## src/rtl/mem_bus_pkg.sv

```systemverilog
// mem_bus_pkg: shared constants for mem_bus_master (FSM state encoding, byte width, default memory depth)
package mem_bus_pkg;
  localparam int BYTE_W = 8;
  localparam int MEM_DEPTH_DEF = 16384;
  localparam logic [2:0] S_IDLE = 3'd0;
  localparam logic [2:0] S_RD0  = 3'd1;
  localparam logic [2:0] S_RD1  = 3'd2;
  localparam logic [2:0] S_RD2  = 3'd3;
  localparam logic [2:0] S_WR0  = 3'd4;
  localparam logic [2:0] S_WR1  = 3'd5;
  localparam logic [2:0] S_RESP = 3'd6;
endpackage

```

## src/rtl/mem_bus_master.sv

```systemverilog
// mem_bus_master: splits 16-bit word read/write requests into little-endian byte accesses on MainMemory
//   ports: clk, reset (async, active-high)
//          req_valid/req_ready/req_write/req_addr/req_wdata : word request from the control unit
//          rsp_valid/rsp_rdata/rsp_err                       : one-cycle response pulse, read word, range error
//          mem_addr/mem_wdata/mem_we/mem_rdata               : MainMemory port (read data one cycle after addr)
//   optional: define MEM_BUS_RANGE_CHECK_EN to reject requests with req_addr > MEM_DEPTH-2
module mem_bus_master
  import mem_bus_pkg::*;
#(
  parameter int ADDR_W = 16,
  parameter int DATA_W = 16,
  parameter int MEM_DEPTH = MEM_DEPTH_DEF
) (
  input  logic              clk,
  input  logic              reset,
  input  logic              req_valid,
  output logic              req_ready,
  input  logic              req_write,
  input  logic [ADDR_W-1:0] req_addr,
  input  logic [DATA_W-1:0] req_wdata,
  output logic              rsp_valid,
  output logic [DATA_W-1:0] rsp_rdata,
  output logic              rsp_err,
  output logic [ADDR_W-1:0] mem_addr,
  output logic [DATA_W-1:0] mem_wdata,
  output logic              mem_we,
  input  logic [DATA_W-1:0] mem_rdata
);
  logic [2:0]        state;
  logic [ADDR_W-1:0] addr_q;
  logic [BYTE_W-1:0] hi_q;
  logic [BYTE_W-1:0] lo_q;
  logic              err_q;
  logic              range_err;
  logic              unused;
  assign req_ready = state == S_IDLE;
  assign unused = ^{mem_rdata[DATA_W-1:BYTE_W], 32'(MEM_DEPTH)};
`ifdef MEM_BUS_RANGE_CHECK_EN
  assign range_err = $unsigned(32'(req_addr)) > $unsigned(32'(MEM_DEPTH - 2));
`else
  assign range_err = 1'b0;
`endif
  always_ff @(posedge clk or posedge reset) begin
    if (reset) begin
      state     <= S_IDLE;
      addr_q    <= '0;
      hi_q      <= '0;
      lo_q      <= '0;
      err_q     <= 1'b0;
      rsp_valid <= 1'b0;
      rsp_rdata <= '0;
      rsp_err   <= 1'b0;
      mem_addr  <= '0;
      mem_wdata <= '0;
      mem_we    <= 1'b0;
    end else begin
      rsp_valid <= 1'b0;
      case (state)
        S_IDLE: if (req_valid) begin
          addr_q <= req_addr;
          hi_q   <= req_wdata[2*BYTE_W-1:BYTE_W];
          err_q  <= range_err;
          // an out-of-range request skips the memory and reuses WR1 as a one-cycle wait with mem_we low
          if (range_err) state <= S_WR1;
          else begin
            mem_addr  <= req_addr;
            mem_we    <= req_write;
            mem_wdata <= req_write ? {{(DATA_W-BYTE_W){1'b0}}, req_wdata[BYTE_W-1:0]} : mem_wdata;
            state     <= req_write ? S_WR0 : S_RD0;
          end
        end
        S_RD0: begin
          mem_addr <= addr_q + ADDR_W'(1);
          state    <= S_RD1;
        end
        S_RD1: begin
          lo_q  <= mem_rdata[BYTE_W-1:0];
          state <= S_RD2;
        end
        S_RD2: begin
          rsp_rdata <= DATA_W'({mem_rdata[BYTE_W-1:0], lo_q});
          rsp_valid <= 1'b1;
          rsp_err   <= err_q;
          state     <= S_RESP;
        end
        S_WR0: begin
          mem_addr  <= addr_q + ADDR_W'(1);
          mem_wdata <= {{(DATA_W-BYTE_W){1'b0}}, hi_q};
          state     <= S_WR1;
        end
        S_WR1: begin
          mem_we    <= 1'b0;
          rsp_valid <= 1'b1;
          rsp_err   <= err_q;
          state     <= S_RESP;
        end
        default: state <= S_IDLE;
      endcase
    end
  end
endmodule
```

## config.mk

```make
export PLATFORM = sky130hd
export DESIGN_NAME = mem_bus_master
export DESIGN_NICKNAME = d
export VERILOG_FILES = /design/src/rtl/mem_bus_pkg.sv /design/src/rtl/mem_bus_master.sv
export SDC_FILE = /design/constraint.sdc
export NUM_CORES = 1
export LEC_CHECK = 0
export CAP_MARGIN = 20
export CORE_MARGIN = 1
export CORE_UTILIZATION = 43
export CTS_CLUSTER_DIAMETER = 40
export DETAILED_ROUTE_END_ITERATION = 8
export PLACE_DENSITY_LB_ADDON = 0.25
export SYNTH_ARGS = -nofsm -noshare
export SYNTH_HDL_FRONTEND = slang
export SYNTH_SLANG_ARGS = --single-unit
export TNS_END_PERCENT = 50
```

## constraint.sdc

```tcl
create_clock -name clk -period 2.9 [get_ports clk]
set_input_delay 0.87 -clock clk [delete_from_list [all_inputs] [get_ports clk]]
set_output_delay 0.87 -clock clk [all_outputs]
set_load 0.01 [all_outputs]
```

Word level (Yosys, flattened, before mapping)
Index checks and enable logic that the tools add are counted.
{"block": "op_classes", "eq_ne": 7, "n_addsub": 1, "reduce_logical": 10, "n_mux": 11}
{"operator": "$pmux W16 S2", "n": 2}
{"operator": "$mux W16", "n": 3}
{"operator": "$add A16 B1 Y16 const B", "n": 1}
{"operator": "$pmux W3 S5", "n": 1}
{"operator": "$eq A3 B2 Y1 const B", "n": 2}
{"operator": "$eq A3 B3 Y1 const B", "n": 2}
{"operator": "$mux W3", "n": 2}
{"operator": "$reduce_and A2 Y1", "n": 3}
{"operator": "$reduce_bool A2 Y1", "n": 3}
{"operator": "$reduce_or A2 Y1", "n": 2}
{"operator": "$eq A3 B1 Y1 const B", "n": 1}
{"operator": "$logic_not A3 Y1", "n": 1}
{"operator": "$reduce_and A3 Y1", "n": 1}
{"operator": "$mux W1", "n": 2}
{"operator": "$ne A2 B1 Y1 const B", "n": 1}
{"operator": "$ne A2 B2 Y1 const B", "n": 1}
{"operator": "$pmux W1 S2", "n": 1}
{"block": "word_totals", "elab_cells": 38, "output_inout_bits": 52, "regBits": 85, "in_bits": 52}

Longest topological paths before layout
{"block": "logic_depth", "word_depth": 4, "ltp_mapped": 7}

Least setup slack after synthesis
OpenSTA, ideal clock, no wires.
{"block": "synth_timing", "kind": "flip-flop to output port", "startpoint": "reg state[2]", "endpoint": "out req_ready", "required_time_ns": 2.030, "path_stages_with_launch": 3, "arrival_ns": 0.871, "path_slack_ns": 1.159, "cell_sequence": "dfrtp_1 > buf_4 > nor3_1"}
{"block": "synth_via", "elab_chain_cells": 1}
{"item": "start: declaration", "line": "mem_bus_master.sv:29", "rtl": "logic [2:0] state;"}
{"item": "start signal: assignment", "line": "mem_bus_master.sv:69", "rtl": "state <= req_write ? S_WR0 : S_RD0;"}
{"item": "$logic_not A3 Y1", "line": "mem_bus_master.sv:36", "rtl": "assign req_ready = state == S_IDLE;"}
{"item": "end: declaration", "line": "mem_bus_master.sv:17", "rtl": "output logic req_ready,"}
Every way passes these cells.

Worst setup path after layout
{"block": "layout_timing", "startpoint": "reg state[0]", "endpoint": "out req_ready"}
The elaborated chain is that of the path after synthesis.

==> summary.md <==
| Metric | Value |
|---|---|
| Initial core utilization | 0.449 |
| Detail Route Antenna Nets | 0 |
| Total of warnings raised by yosys | 0 |
| Transition time at the pin with the least slew margin | 0.520 ns |
| Average wire length per cell after detail routing | between 10 and 15 microns |
| Number of I/O port buffers | 86 |
| Endpoint kind of the worst setup timing path | primary output |
| Total number of vias | 2531 |
| First DRT Iteration DRCs | 141 |
| FP Rows | 32 |
| Initial antenna violation count | 0 |
| Congestion Overflow GR | 0 |
| Clk Latency, worst-skew pair | about 0.35 ns |
| Share of the synthesized area in the top cell type | 0.553 |
| Avg Vias per Cell | slightly above 5 |
| Post-synthesis area per instance | ~11 sq um |
| Clock transition at the registers of the reported paths | around 0.080 ns |
| Leading cell types by total area after synthesis | dfrtp_1 55%, mux2_2 6.8%, nand2_1 4.8%, xnor2_1 3.8%, a211oi_1 3.4% |
| All-layer global routing usage | 0.188 |
| Synthesized cell area | 3490 sq um |
| Largest fanout on the critical path | 10 |
| Placeable core region | between 7000 and 8000 sq um |
| # hold bufs at CTS | 0 |
| Clock buffer depth | 2 |
| Dominant cell by count in the synthesized netlist | dfrtp_1 |
| Share of post-route cells with drive strength above 1 | 0.133 |
| Period utilisation layout | 0.890 |
| Minimum setup slack among reg-to-reg paths | 1.06 ns |
| Layout net count | 448 |
| Cell depth of the worst flop-to-flop path | 4 |
| First-pass GRT wire length | ~12000 microns |
| I/O pin total | 104 |
| Largest net degree at the start of global routing | 42 |
| Number of pins with negative max-slew slack in the final report | 0 |
| Synthesized instance count | around 310 |
| Setup Fix Bufs, Post-CTS | 0 |
| RSZ-0062 raised after global routing | false |
| Placer congestion estimate | 0.744 |
| DRT Wirelength | 7260 microns |
| Remaining design rule violation count | 0 |
| Pwr Density | between 1000 and 1500 nW/um^2 |
| Top FF cell, synth | dfrtp_1 |
| Startpoint type of the worst setup path | register |
| Final worst path period need | ~2.6 ns |
| Met2 wire length | 3430 microns |
| FF+latch count, synth | 77 |
| CTS tree | yes |
| Worst hold path depth | 2 |
| Top routing layer in use | met4 |
| Top achievable clock speed | 0.387 GHz |
| Met1 Wirelength | about 3400 microns |
| Vias in the first global route | 2555 |
| Area of the die | ~8500 sq um |
| Buffer type at the clock tree root | clkbuf_8 |
| Die Y-Extent | 92.1 microns |
| Final setup skew | 0.00841 ns |
| CTS buffer count | 9 |
| Worst Hold Class | register to register |
| Post-route setup slack | 0.318 ns |
| MaxCap Viol Count | 0 |
| Post-cts sizing count | 0 |
| Leakage component of the power | 2.02 nW |
| Worst hold path endpoint | mem_wdata[3]$_DFFE_PP0P_ |
| FFs w/ async S/R, synth | 1.00 |
| Worst setup path category | register to primary output |
| Number of flops mapped to enable cells by yosys | 0 |
| Hpwl dp | slightly below 5000 microns |
| Final setup vio count | 0 |
| Largest area contributor in the synthesized netlist | dfrtp_1 |
| Most common library cells after synthesis | 77 x dfrtp_1, 45 x nand2_1, 21 x mux2_2 |
| Run status | completed |
| Ant diodes | 0 |
| Data required time at the worst endpoint | about 2.0 ns |
| Number of iterations in the first detailed-routing pass | 4 |
| P&R area growth vs syn | 33.5% |
| Remaining max-slew budget at the tightest pin | 0.653 |
| Post-Place Setup Slack | 0.376 ns |
| Library cells used by synthesis | 34 |
| Detail Route met3 WL | 390 microns |
| Arrival @ worst endpoint | 1.71 ns |
| CTS sink count | 77 |
| Highest ir drop seen on vdd | 0.000499 V |
| Min-delay src | mem_wdata[3]$_DFFE_PP0P_ |
| Floorplan die width | 92.1 microns |
| Hold Violations, Final | 0 |
| Reg-to-reg critical path startpoint | state[0]$_DFFE_PP0P_ |
| Number of H-tree levels | 3 |
| Setup Total Neg Slack | 0 ns |
| Part of the Yosys area used for sequential elements | 0.553 |
| Terminus of the critical flop-to-flop path | mem_wdata[7]$_DFFE_PP0P_ |
==> cells in the final DEF (no fill, tap or decap), types with 9 or more instances in the layout <==
master           instances
a21oi_1                 13
clkbuf_8                 9
mux2_2                  21
a21o_1                  14
and2_1                  15
nand2_1                 45
conb_1                   9
clkdlybuf4s50_1         86
dfrtp_1                 77
xnor2_1                 15
mux2i_1                 10
a211oi_1                16
o21ai_0                 14
==> cell type report <==
type,instances,area (sq um)
Clock inverter,7,124
Sequential cell,77,1930
Tap cell,102,128
Inverter,6,23.8
Fill cell,677,3110
Multi-Input combinational cell,209,1410
Timing Repair Buffer,92,918
Clock buffer,9,124
==> worst max-delay path, cell delays in order, from the launching register on <==
cell	delay, ns
dfrtp_1	0.54
nor3_1	0.24
clkdlybuf4s50_1	0.59
==> worst max-delay path by stage <==
stage                    startpoint                  endpoint  slack (ns)  cells after the start
6_report       state[0]$_DFFE_PP0P_                 req_ready        0.32                      2
5_1_grt        state[2]$_DFFE_PP0P_                 req_ready        0.21                      2
4_1_cts        state[0]$_DFFE_PP0P_                 req_ready        0.29                      2
3_5_place_dp              req_valid  mem_addr[14]$_DFFE_PP0P_        0.38                      6
3_3_place_gp              req_valid  mem_addr[15]$_DFFE_PP0P_        0.44                      6
2_1_floorplan                 reset     addr_q[0]$_DFFE_PP0P_        0.06                      1
==> stage by stage <==
stage	instance area, sq um	total power [mW]	instances	utilization	hold WS (ns)
2_1_floorplan	3520	3.25	316	-	0.445
4_1_cts	4660	5.15	502	0.600	0.486
3_5_place_dp	4410	4.15	486	0.568	0.468
5_1_grt	4660	5.46	502	0.600	0.497
3_3_place_gp	4410	4.06	486	0.568	0.462
6_report	4660	5.09	502	0.600	0.483
==> flip-flops by register name, indices dropped and copies added, names as in the netlist <==
| register | flops |
|---|---|
| rsp_valid | 1 |
| lo_q | 8 |
| state | 3 |
| mem_addr | 16 |
| mem_we | 1 |
| rsp_rdata | 16 |
| hi_q | 8 |
| addr_q | 16 |
| mem_wdata | 8 |
==> metal layers <==
| metal | up-vias | GRT usage |
|---|---|---|
| li1 | 1222 | - |
| met1 | 1228 | 0.249 |
| met2 | 73 | 0.295 |
| met3 | 8 | 0.0614 |
| met4 | 0 | 0.0547 |
| met5 | - | 0 |
==> cell families (layout without fill, tap and decap cells) <==
logic type      after synthesis  after routing  share of synthesized area
mux                          34             34                      0.106
simple gates                 88             88                      0.133
compound gates               62             62                      0.114
xor+xnor                     15             15                     0.0377
buf+inv                      30            114                     0.0517
fa+ha+maj                     1              1                    0.00359
other cells                   1              9                    0.00108
flops                        77             77                      0.553
==> report_power, final <==
part / internal (mW) / total [mW] / switching [mW] / leakage (nW)
Clock: 0.576 / 0.986 / 0.410 / 0.120
Combinational: 1.19 / 2.08 / 0.897 / 0.969
Sequential: 1.61 / 2.02 / 0.417 / 0.933
Total: 3.37 / 5.09 / 1.72 / 2.02
Power figures use the tool's default switching activity.
